[src/rtl/prim_generic_fork2.sv]
// Valid/ready stream fork: one input stream broadcast to two independent
// branches. A beat retires once both branches have taken it; a 2-entry
// buffer keeps in_ready_o free of any combinational path from the branches.
module prim_generic_fork2 #(
    parameter int unsigned Width = 32
) (
    input  logic             clk_i,
    input  logic             rst_i,
    input  logic             flush_i,
    input  logic             in_valid_i,
    output logic             in_ready_o,
    input  logic [Width-1:0] in_data_i,
    output logic             out0_valid_o,
    input  logic             out0_ready_i,
    output logic [Width-1:0] out0_data_o,
    output logic             out1_valid_o,
    input  logic             out1_ready_i,
    output logic [Width-1:0] out1_data_o,
    output logic [1:0]       count_o
);

    localparam int unsigned Depth  = 2;
    localparam int unsigned CountW = 2;

    logic [Width-1:0]  mem [Depth];
    logic              wr_ptr;
    logic              rd_ptr;
    logic [CountW-1:0] count;
    logic              done0;
    logic              done1;

    logic              push;
    logic              retire;
    logic              acc0;
    logic              acc1;
    logic              not_empty;

    // Handshake decode: ready depends on registered count only
    always_comb begin
        not_empty    = (count != CountW'(0));
        in_ready_o   = (count != CountW'(Depth));
        push         = in_valid_i & in_ready_o & ~flush_i;
        out0_valid_o = not_empty & ~done0 & ~flush_i;
        out1_valid_o = not_empty & ~done1 & ~flush_i;
        acc0         = out0_valid_o & out0_ready_i;
        acc1         = out1_valid_o & out1_ready_i;
        retire       = (done0 | acc0) & (done1 | acc1) & not_empty;
        out0_data_o  = mem[rd_ptr];
        out1_data_o  = mem[rd_ptr];
        count_o      = count;
    end

    // Payload storage, intentionally not reset
    always_ff @(posedge clk_i) begin
        if (push) begin
            mem[wr_ptr] <= in_data_i;
        end
    end

    // Pointers, occupancy and per-branch accepted flags for the head beat
    always_ff @(posedge clk_i or posedge rst_i) begin
        if (rst_i) begin
            wr_ptr <= 1'b0;
            rd_ptr <= 1'b0;
            count  <= CountW'(0);
            done0  <= 1'b0;
            done1  <= 1'b0;
        end else if (flush_i) begin
            wr_ptr <= 1'b0;
            rd_ptr <= 1'b0;
            count  <= CountW'(0);
            done0  <= 1'b0;
            done1  <= 1'b0;
        end else begin
            count <= count + CountW'(push) - CountW'(retire);
            if (push) begin
                wr_ptr <= ~wr_ptr;
            end
            if (retire) begin
                rd_ptr <= ~rd_ptr;
                done0  <= 1'b0;
                done1  <= 1'b0;
            end else begin
                done0  <= done0 | acc0;
                done1  <= done1 | acc1;
            end
        end
    end

    // Occupancy bound
    a_count_max: assert property (@(posedge clk_i) disable iff (rst_i)
        count <= CountW'(Depth));

    // A stalled branch sees a stable payload
    a_stable0: assert property (@(posedge clk_i) disable iff (rst_i)
        (out0_valid_o && !out0_ready_i && !flush_i) |=> $stable(out0_data_o));

    a_stable1: assert property (@(posedge clk_i) disable iff (rst_i)
        (out1_valid_o && !out1_ready_i && !flush_i) |=> $stable(out1_data_o));

    // Accepted flags only exist while a head beat exists
    a_done_nonempty: assert property (@(posedge clk_i) disable iff (rst_i)
        (done0 || done1) |-> not_empty);

    // Never retire from an empty buffer
    a_retire_nonempty: assert property (@(posedge clk_i) disable iff (rst_i)
        retire |-> not_empty);

endmodule

[config.mk]
export PLATFORM = sky130hd
export DESIGN_NAME = prim_generic_fork2
export DESIGN_NICKNAME = d
export VERILOG_FILES = /design/src/rtl/prim_generic_fork2.sv
export SDC_FILE = /design/constraint.sdc
export NUM_CORES = 1
export LEC_CHECK = 0
export BUFFER_PORTS_ARGS = -buffer_cell sky130_fd_sc_hd__buf_2
export CORE_ASPECT_RATIO = 1.4
export CORE_MARGIN = 2
export CORE_UTILIZATION = 45
export DETAILED_ROUTE_END_ITERATION = 10
export MAX_ROUTING_LAYER = met4
export PLACE_DENSITY = 0.79
export SETUP_SLACK_MARGIN = 0.3
export SYNTH_ARGS = -nofsm -noshare
export SYNTH_HDL_FRONTEND = slang
export SYNTH_SLANG_ARGS = --single-unit
[constraint.sdc]
create_clock -name clk_i -period 4.3 [get_ports clk_i]
set_input_delay 0.215 -clock clk_i [delete_from_list [all_inputs] [get_ports clk_i]]
set_output_delay 0.215 -clock clk_i [all_outputs]
set_load 0.005 [all_outputs]
==> flow_summary.json <==
{
  "status": "complete, no violations",
  "final_cells": 333,
  "drive_gt1_share_pct": 60.9,
  "cts_tree": "yes",
  "worstPathRequired_ns": 4.09,
  "via_count": 1592,
  "grt_pass1_wl_um": 7310,
  "ys_top_cells_by_count": "64 x edfxtp_1, 32 x buf_4, 32 x mux2_2",
  "crit_path_max_incr_delay_ns": 0.74,
  "power_frac_comb_pct": 13.6,
  "ant_nets": 0,
  "ios": 107,
  "finalPower_mw": 1.43,
  "worstSetupStartpointType": "flip-flop",
  "power.density_nw_per_um2": 413,
  "cp_slowest_cell": "dfrtp_1",
  "async_reset_ff_share_pct": 8.57,
  "ir_worst_vdd_uv": 239,
  "min_path_cells": 1,
  "finalNetCount": 296,
  "synth_seq_cells": 70,
  "fmax_mhz": 457,
  "portBuffers": 106,
  "worstMarginPinSlew_ns": 0.948,
  "synth_area_leader_cell": "edfxtp_1",
  "dieArea_um2": 7220,
  "syn-num-nets": 214,
  "p_sw_uw": 324,
  "fin_crit_ns": 2.19,
  "yosysMostFrequentCell": "edfxtp_1",
  "overflow": 0,
  "r2r_setup_slack_ns": 2.19,
  "die_w_um": 72.4,
  "holdWs_ns": 0.0758,
  "switching_share_pct": 22.6,
  "rsz0062_at_grt": "no",
  "synthCells": 174,
  "crit_type": "flip-flop to output port",
  "clockBufferDepth": 2,
  "hp-start": "in_data_i[20]",
  "antenna_cells": 0,
  "crit_chain": "buf_4, mux2_2, buf_2",
  "antenna_found_initial": 0,
  "cts_setup_buffers": 0,
  "cts_root_buffer": "clkbuf_8",
  "routed_wirelength_um": 4810,
  "reg2reg_depth": 3,
  "ys_warn_count": 0,
  "track_usage_pct": 14.1,
  "worst-path-max-fanout": 19,
  "hp-class": "input port to flip-flop",
  "cts_sinks": 70,
  "grt_max_degree": 33,
  "pwr-share-clk_pct": 30.5,
  "initial_core_util_pct": 46.8,
  "hold_viol_final": 0,
  "slew_headroom_pct": 36.7,
  "p_int_mw": 1.11,
  "vias_per_cell": 4.78,
  "ys.flop_type": "edfxtp_1",
  "netlist_area_um2": 2950,
  "numCtsBuffers": 9,
  "post_drt_wl_per_cell_um": 14.4,
  "syn_area_per_cell_um2": 16.9,
  "finalMaxSlewViolations": 0,
  "place_congestion": 0.778,
  "ys_types": 25,
  "die_h_um": 99.8,
  "clk_latency_ns": 0.33,
  "power.leakage_nw": 1.41,
  "synthTopCellsByArea": "edfxtp_1 65%, mux2_2 12%, buf_4 8.1%, dfrtp_1 5.1%, buf_6 1.5%",
  "finalCritPeriodShare_pct": 50.9,
  "grt_pass1_vias": 1526,
  "setup_tns_ns": 0,
  "drc_errors": 0,
  "areaGrowthSynthToFinish_pct": 17.7,
  "dr.pass1.iters": 4,
  "worstPathArrival_ns": 1.98,
  "clk_pin_slew_ns": 0.07,
  "pwr-share-seq_pct": 55.9,
  "synth-edff-count": 64,
  "setup.worst_path.end_class": "output port",
  "place_inst": 316,
  "r2r_end": "mem[0][15]",
  "hpwl_um": 3300,
  "num_rows": 34,
  "whs_endpoint": "mem[0][20]",
  "finalSetupViolCount": 0,
  "fin_skew_ns": 0.00986,
  "ys_seq_area_share_pct": 70.3,
  "h-tree-depth": 3,
  "r2r-start": "count_o[1]",
  "drtIter0Drc": 72,
  "max_cap_viol_count": 0,
  "core_area_um2": 6300,
  "yosysTopAreaCellShare_pct": 65.2
}
==> metal layers <==
layer  global-route usage, %  share of wire, %
met5                       -                 0
met4                    5.98               1.3
met3                    4.66               6.8
met2                    22.3                52
met1                    16.4                40
==> critical path: cells and delay by family (launching register included) <==
family	cells	cell delay (ns)
multiplexers	1	0.38
flip-flops	1	0.74
buffers and inverters	2	0.53
==> sequential cells by signal, summed over array words and instances, names as in the netlist <==
name     flops
count_o      2
done0        1
done1        1
mem         64
rd_ptr       1
wr_ptr       1
==> how the worst max path moves through the flow <==
| stage | startpoint | endpoint |
|---|---|---|
| after floorplan | count_o[1] | mem[0][0] |
| after global placement | count_o[1] | mem[1][14] |
| after detailed placement | count_o[1] | mem[0][21] |
| after CTS | rd_ptr | out0_data_o[11] |
| after global routing | rd_ptr | out0_data_o[5] |
| final | rd_ptr | out1_data_o[7] |
==> cell usage in the layout (no fill, tap or decap) <==
master	netlist	routed
a21oi_1	4	4
and2b_1	1	1
buf_2	1	106
buf_4	32	1
clkbuf_1	0	4
clkbuf_8	0	10
clkinv_2	0	2
dfrtp_1	6	6
dlygate4sd3_1	0	1
edfxtp_1	64	64
ha_1	2	2
inv_1	5	5
mux2_2	32	32
mux2_4	1	1
nand2_1	1	1
nand3_1	1	1
nor2_1	5	5
nor2_4	0	2
nor2b_1	1	1
nor2b_4	1	1
nor3_1	4	4
o21ai_0	1	1
o21ai_2	1	1
o22a_2	1	1
or2_2	1	1
or3_4	1	1
xnor2_1	1	1
xor2_1	1	1
==> logic make-up after synthesis <==
group                    after synthesis  share of synthesized area, %
multiplexers                          33                          12.7
flip-flops                            70                          70.3
buffers and inverters                 42                          10.5
XOR/XNOR                               2                         0.594
adder cells (fa/ha/maj)                2                         0.849
AND/OR/NAND/NOR                       18                          3.57
AO/OA/AOI/OAI                          7                          1.49
==> per-stage QoR <==
stage | setup WS (ns) | instance area, um^2 | util (%)
3_5_place_dp | 2.16 | 3300 | 52.3
6_report | 2.11 | 3470 | 55.1
3_3_place_gp | 2.24 | 3300 | 52.3
2_1_floorplan | 2.13 | 2950 | -
4_1_cts | 2.05 | 3470 | 55.1
5_1_grt | 1.94 | 3470 | 55.1
==> power by group through the flow <==
| stage | Combinational, mW | Sequential, mW | Clock [mW] |
|---|---|---|---|
| after floorplan | 0.149 | 0.806 | 0 |
| after global placement | 0.194 | 0.812 | 0 |
| after detailed placement | 0.197 | 0.815 | 0 |
| after CTS | 0.199 | 0.801 | 0.454 |
| after global routing | 0.216 | 0.804 | 0.479 |
| final | 0.195 | 0.800 | 0.436 |
==> layout make-up <==
| cell class | instances | area [um^2] |
|---|---|---|
| flip-flops and latches | 70 | 2070 |
| inverters | 5 | 18.8 |
| repair buffers | 108 | 548 |
| multi-input cells | 62 | 577 |
| well taps | 72 | 90.1 |
| clock buffers | 14 | 153 |
| fillers | 531 | 2830 |
| clock inverters | 2 | 10.0 |
==> what timing repair did <==
item / CTS / global route
gates resized for setup: 0 / 0
hold buffers: 1 / 0
endpoints found under the hold margin: 6 / 0
Note: power is estimated with default switching activity, not from simulation.
